File: src/rtl/operand_entry.sv
// Operand entry front end: synchronises and debounces the two active-low keys,
// then steps through capturing operand A and operand B from the switches.
module operand_entry #(
    parameter int WIDTH           = 4,
    parameter int DEBOUNCE_CYCLES = 500000
) (
    input  logic             MAX10_CLK1_50,
    input  logic             RST,
    input  logic [WIDTH-1:0] SW,
    input  logic [1:0]       KEY,
    output logic [WIDTH-1:0] OPA,
    output logic [WIDTH-1:0] OPB,
    output logic             VALID,
    output logic [1:0]       STATE
);

    localparam int CW = $clog2(DEBOUNCE_CYCLES);
    localparam logic [CW-1:0] CNT_MAX = CW'(DEBOUNCE_CYCLES - 1);

    typedef enum logic [1:0] {
        GET_A = 2'b00,
        GET_B = 2'b01,
        SHOW  = 2'b10
    } state_t;

    logic [1:0]    s1;
    logic [1:0]    s2;
    logic [1:0]    deb;
    logic [1:0]    deb_d;
    logic [CW-1:0] cnt [2];
    logic [1:0]    press;
    logic          enter;
    logic          clear;

    state_t           state;
    state_t           state_next;
    logic [WIDTH-1:0] opa;
    logic [WIDTH-1:0] opa_next;
    logic [WIDTH-1:0] opb;
    logic [WIDTH-1:0] opb_next;
    logic             valid;
    logic             valid_next;

    // A key level is accepted only after it has differed from the debounced
    // level for DEBOUNCE_CYCLES consecutive cycles at the synchroniser output.
    always_ff @(posedge MAX10_CLK1_50) begin
        if (RST) begin
            s1    <= 2'b11;
            s2    <= 2'b11;
            deb   <= 2'b11;
            deb_d <= 2'b11;
            for (int k = 0; k < 2; k++) begin
                cnt[k] <= '0;
            end
        end else begin
            s1    <= KEY;
            s2    <= s1;
            deb_d <= deb;
            for (int k = 0; k < 2; k++) begin
                if (s2[k] == deb[k]) begin
                    cnt[k] <= '0;
                end else if (cnt[k] == CNT_MAX) begin
                    deb[k] <= s2[k];
                    cnt[k] <= '0;
                end else begin
                    cnt[k] <= cnt[k] + CW'(1);
                end
            end
        end
    end

    assign press = deb_d & ~deb;
    assign enter = press[0];
    assign clear = press[1];

    always_ff @(posedge MAX10_CLK1_50) begin
        if (RST) begin
            state <= GET_A;
            opa   <= '0;
            opb   <= '0;
            valid <= 1'b0;
        end else begin
            state <= state_next;
            opa   <= opa_next;
            opb   <= opb_next;
            valid <= valid_next;
        end
    end

    // CLEAR outranks ENTER; the unused encoding falls back to the clear actions.
    always_comb begin
        state_next = state;
        opa_next   = opa;
        opb_next   = opb;
        valid_next = valid;
        case (state)
            GET_A, GET_B, SHOW: begin
                if (clear) begin
                    state_next = GET_A;
                    opa_next   = '0;
                    opb_next   = '0;
                    valid_next = 1'b0;
                end else if (enter) begin
                    case (state)
                        GET_A: begin
                            opa_next   = SW;
                            opb_next   = '0;
                            state_next = GET_B;
                        end
                        GET_B: begin
                            opb_next   = SW;
                            valid_next = 1'b1;
                            state_next = SHOW;
                        end
                        default: begin
                            valid_next = 1'b0;
                            state_next = GET_A;
                        end
                    endcase
                end
            end
            default: begin
                state_next = GET_A;
                opa_next   = '0;
                opb_next   = '0;
                valid_next = 1'b0;
            end
        endcase
    end

    assign OPA   = opa;
    assign OPB   = opb;
    assign VALID = valid;
    assign STATE = state;

endmodule

File: config.mk
export PLATFORM = sky130hd
export DESIGN_NAME = operand_entry
export DESIGN_NICKNAME = d
export VERILOG_FILES = /design/src/rtl/operand_entry.sv
export SDC_FILE = /design/constraint.sdc
export NUM_CORES = 1
export LEC_CHECK = 0
export CORE_MARGIN = 3
export CORE_UTILIZATION = 40
export CTS_CLUSTER_SIZE = 12
export DETAILED_ROUTE_END_ITERATION = 8
export GPL_TIMING_DRIVEN = 0
export PLACE_DENSITY = 0.69
export REMOVE_ABC_BUFFERS = 1
export SKIP_LAST_GASP = 1
export SYNTH_ARGS = -nofsm -noshare
export SYNTH_HDL_FRONTEND = slang
export SYNTH_SLANG_ARGS = --single-unit
File: constraint.sdc
create_clock -name MAX10_CLK1_50 -period 2.7 [get_ports MAX10_CLK1_50]
set_input_delay 0.54 -clock MAX10_CLK1_50 [delete_from_list [all_inputs] [get_ports MAX10_CLK1_50]]
set_output_delay 0.54 -clock MAX10_CLK1_50 [all_outputs]
set_load 0.1 [all_outputs]
# Word-level counts from Yosys, hierarchy flattened
# Memory sizes are Yosys's and may differ from the RTL's.
# Index checks and enable logic that the tools add are counted.
# word_totals
ram_bits,38
reg_bits,19
memories,1
out_inout_bits,11
# op_classes
n_bitwise,12
n_eq_ne,6
reduce_logical,9
n_mux,33
add_sub_neg,2
# memory_table
memory,words,word_bits,read_ports,rd_ports_with_merged_regs,wr,line_no,text
cnt,2,19,2,0,2,30,logic [CW-1:0] cnt [2];
# ops
operator,count
two-way mux 19 bit,6
"adder 19 x 1 -> 19 bit, second input constant",2
"equality test 19 bit, second input constant",2
two-way mux 1 bit,24
AND reduction 2 bit,5
one-hot mux 4 bit (2 select lines),1
bitwise OR 1 bit,6
OR reduction 3 bit,2
inverter 1 bit,4
one-hot mux 2 bit (2 select lines),1
bitwise AND 2 bit,1
equality test 1 bit,2
"equality test 2 x 1 -> 1 bit, second input constant",1
"equality test 2 bit, second input constant",1
zero test 2 bit,1
inverter 2 bit,1
one-hot mux 1 bit (2 select lines),1
nonzero test 2 bit,1

# Longest topological paths before layout
# logic_depth
ltp_word,7
ltp_mapped,6
depth_no_buf,5

# Worst setup path before layout
# No wires, ideal clock.
# synth_path
path_type,reg2reg
start,mem cnt[0][0] (netlist name)
end,mem cnt[0][12] (netlist name) (data pin)
t_arrival_ps,1672
synth_period_minus_slack_ps,1926
slack_ps,774
path_stages_with_launch,7
n_path_buf,1
path_cell_list,edfxtp_1 > ha_1 > nand3_1 > or4_4 > o21ai_4 > buf_6 > nor2_1
# synth_rtl
element,line_no
from (decl),30

# Worst setup path after layout
# layout_path
start,"reg state[1], in the netlist STATE[1]"
end,out STATE[1]
# layout_rtl
element,line_no,text
from (decl),35,state_t state;
from (signal assigned),83,state <= state_next;
to (decl),14,output logic [1:0] STATE
# No word-level cell between the ends.

==> out/results.ini <==
[status]
run_status = finished, final reports clean

[cells_and_area]
final_net_count = 347
area_delta_synth_final_pct = 21.45
finalCoreUtilization = 0.5199
number_of_antenna_repair_diodes = 0
layout.filler_cells = 606
final_layout_size_suffix_gt1_frac = 0.07895

[worst_setup_path]
reg2reg_setup_slack_ns = 0.47
path_cells = clkdlybuf4s50_1
timing.critical_path.slowest_cell_delay_ns = 1.18
endpoint_kind = output pin
r2r_start = cnt[1][0]$_SDFFCE_PN0P_
critical_path_arrival_ns = 1.93
crit_fanout = 6
critical_path.top_delay_family = buffers and inverters
critical_path_required_ns = 2.16
r2r_end = cnt[1][11]$_SDFFCE_PN0P_
cpMaxStageDelayCell = sky130_fd_sc_hd__clkdlybuf4s50_1
critical_path_source_type = flip-flop
reg2regPathDepth = 4
path_buf_inv = 1
criticalPathCategory = flip-flop to output pin

[placement]
place_congestion = 0.7636
port_buffers = 18
worst_setup_slack_post_dpl_ns = 0.4099
hpwl_after_detailed_placement_um = 3667

[floorplan]
die_x_um = 89.84
io_pins = 19
std_cell_rows = 29
die-area_um2 = 8070
initial_core_util = 0.4281
design.core.area_um2 = 6568
dieHeight_um = 89.84

[sta]
max_freq_mhz = 405.2
hold_violations = 0
finalHoldWorstSlack_ns = 0.4111
setup_violations = 0
max_slew.worst_pin.slew_ns = 1.257
drv_slew = 0
grt_setup_unrepaired = no
finalWorstSetupSlack_ns = 0.2318
totalNegativeSetupSlack_ns = 0
slew_headroom = 0.1532
final_min_period_over_clock_period = 0.9141
final_period_minus_worst_setup_slack_ns = 2.468
finClkSkew_ns = 0.007791

[logic_synthesis]
synth_sequential_area_ratio = 0.5412
synth-edff-count = 38
yosys-top-cells-area = sky130_fd_sc_hd__edfxtp_1 (41%), sky130_fd_sc_hd__dfxtp_1 (14%), sky130_fd_sc_hd__xnor2_1 (7.8%), sky130_fd_sc_hd__nor2_1 (6.0%), sky130_fd_sc_hd__nand2_1 (2.9%)
netlist.area_leader.share = 0.4059
synth_seq_cells = 57
cell_type_with_the_largest_total_area_after_synthesis = sky130_fd_sc_hd__edfxtp_1
synth_area_per_cell_um2 = 10.04
yosys.cell_types.count = 42
netlist_area_um2 = 2811
synth_warnings = 0
synthMostInstantiatedCell = sky130_fd_sc_hd__nor2_1
yosys-top-cells-count = sky130_fd_sc_hd__nor2_1 (45), sky130_fd_sc_hd__edfxtp_1 (38), sky130_fd_sc_hd__xnor2_1 (25), sky130_fd_sc_hd__nand2_1 (22), sky130_fd_sc_hd__dfxtp_1 (19)
synthCells = 280
async_flop_share = 0
synth_flop_cell = sky130_fd_sc_hd__edfxtp_1

[cts]
cts_max_level = 3
worst_setup_hold_path_clk_slew_ns = 0.07
clock_latency_ns = 0.33
cts.hold.buffers_added = 0
cts_root_buffer = sky130_fd_sc_hd__clkbuf_8
clock_tree_from_tritoncts = built
numClockSinks = 57
clockBufferDepth = 2
number_of_clock_buffers_inserted_by_tritoncts = 9

[detailed_routing]
wirelength_um = 5161
detailedRoute.firstIterationViolations = 101
routed-via-count = 2104
drt-wirelength-per-cell_um = 11.86
ant_nets = 0
detailedRoute.firstPassIterationCount = 4
route.detailed.vias_per_inst = 4.837
detail_route.drc_violations = 0

[min_path]
timing.hold.worst_path_depth = 1
worstHoldStart = s1[1]$_SDFF_PP1_
min_to = s2[1]$_SDFF_PP1_
min-delay-path-class = flip-flop to flip-flop

[power]
p_leak_nw = 1.149
power.density_nw_per_um2 = 557.8
ir_drop_v = 0.0004560

[grt]
globalRoute.totalOverflow = 0
grt_pass1_vias = 1962
pin_count_of_the_biggest_net_entering_global_routing = 19
antenna_found_initial = 0
grt_first_pass_wirelength_um = 8887
groute.usage.overall = 0.1377

[flow_run]
count_of_max_cap_constraint_violations = 0

cells by family (layout without fill, tap and decap cells):
family / after synthesis / after routing / synth area share
AOI/OAI and AO/OA: 29 / 29 / 0.06410
buffers and inverters: 19 / 44 / 0.02893
xor gates and xnor gates: 31 / 31 / 0.09657
and+or+nand+nor: 140 / 140 / 0.2555
adders and majority gates: 2 / 2 / 0.008899
DFF: 57 / 57 / 0.5412
other: 1 / 38 / 0.001334
muxes: 1 / 1 / 0.003560
worst max-delay path by stage:
stage                                  from                      end  slack (ns)  cells past startpoint
floorplan           cnt[0][0]$_SDFFCE_PN0P_  cnt[0][1]$_SDFFCE_PN0P_        0.78                      5
detailed placement    STATE[0]$_SDFFE_PP0P_                 STATE[0]        0.41                      1
global route          STATE[1]$_SDFFE_PP0P_                 STATE[1]        0.18                      1
global placement      STATE[0]$_SDFFE_PP0P_                 STATE[0]        0.43                      1
CTS                   STATE[0]$_SDFFE_PP0P_                 STATE[0]        0.04                      1
finish                STATE[1]$_SDFFE_PP0P_                 STATE[1]        0.23                      1
layer usage:
metal,track usage,up-vias,part of all wire
met5,0,-,0
met4,0.05747,0,0.011
met3,0.05509,4,0.036
met2,0.2199,33,0.48
met1,0.1655,987,0.47
li1,-,1080,-
area by class of cell:
class	count	area, um2	share of cell area
repair buffers	18	182.7	0.05350
flip-flops and latches	57	1521	0.4456
inverters	10	37.54	0.01099
clock inverters	7	85.08	0.02492
clock buffers	9	123.9	0.03628
well taps	93	116.4	0.03408
multi-input cells	241	1348	0.3946
layout by cell type, fill, tap and decap left out, types with 3 or more instances in the layout:
master                            count
sky130_fd_sc_hd__clkdlybuf4s50_1     17
sky130_fd_sc_hd__xor2_1               6
sky130_fd_sc_hd__nor4_1              10
sky130_fd_sc_hd__or2_2                8
sky130_fd_sc_hd__nor3_1               7
sky130_fd_sc_hd__and3_1               3
sky130_fd_sc_hd__edfxtp_1            38
sky130_fd_sc_hd__nand4_1             10
sky130_fd_sc_hd__dfxtp_1             19
sky130_fd_sc_hd__nand2_1             22
sky130_fd_sc_hd__clkbuf_8             9
sky130_fd_sc_hd__a21oi_1             14
sky130_fd_sc_hd__nor4b_1              3
sky130_fd_sc_hd__nor2_1              45
sky130_fd_sc_hd__o21ai_0              6
sky130_fd_sc_hd__inv_1               10
sky130_fd_sc_hd__xnor2_1             25
sky130_fd_sc_hd__conb_1              38
sky130_fd_sc_hd__nand3_1             16
flip-flops by register name, summed over array words and instances (netlist names), 2 cells and up:
name,count
cnt,38
STATE,2
deb,2
s2,2
deb_d,2
OPB,4
s1,2
OPA,4
power by group:
part / leakage (nW) / switching (W) / internal, W
logic: 0.499 / 0.0000382 / 0.0000331
registers: 0.546 / 0.0000310 / 0.000958
clock network: 0.104 / 0.000335 / 0.000509
total: 1.15 / 0.000405 / 0.00150
what timing repair did:
action,CTS,global route
resized for setup,0,1
endpoints found under the setup margin,0,1
setup buffers,0,0
per-stage QoR:
stage	cells	total power (W)	instance area, um2
after global placement	419	0.001075	3203
after CTS	435	0.001926	3412
final	435	0.001905	3415
after detailed placement	419	0.001077	3203
after floorplan	308	0.001048	2907
after global routing	435	0.001982	3415
Power figures use the tool's default switching activity.
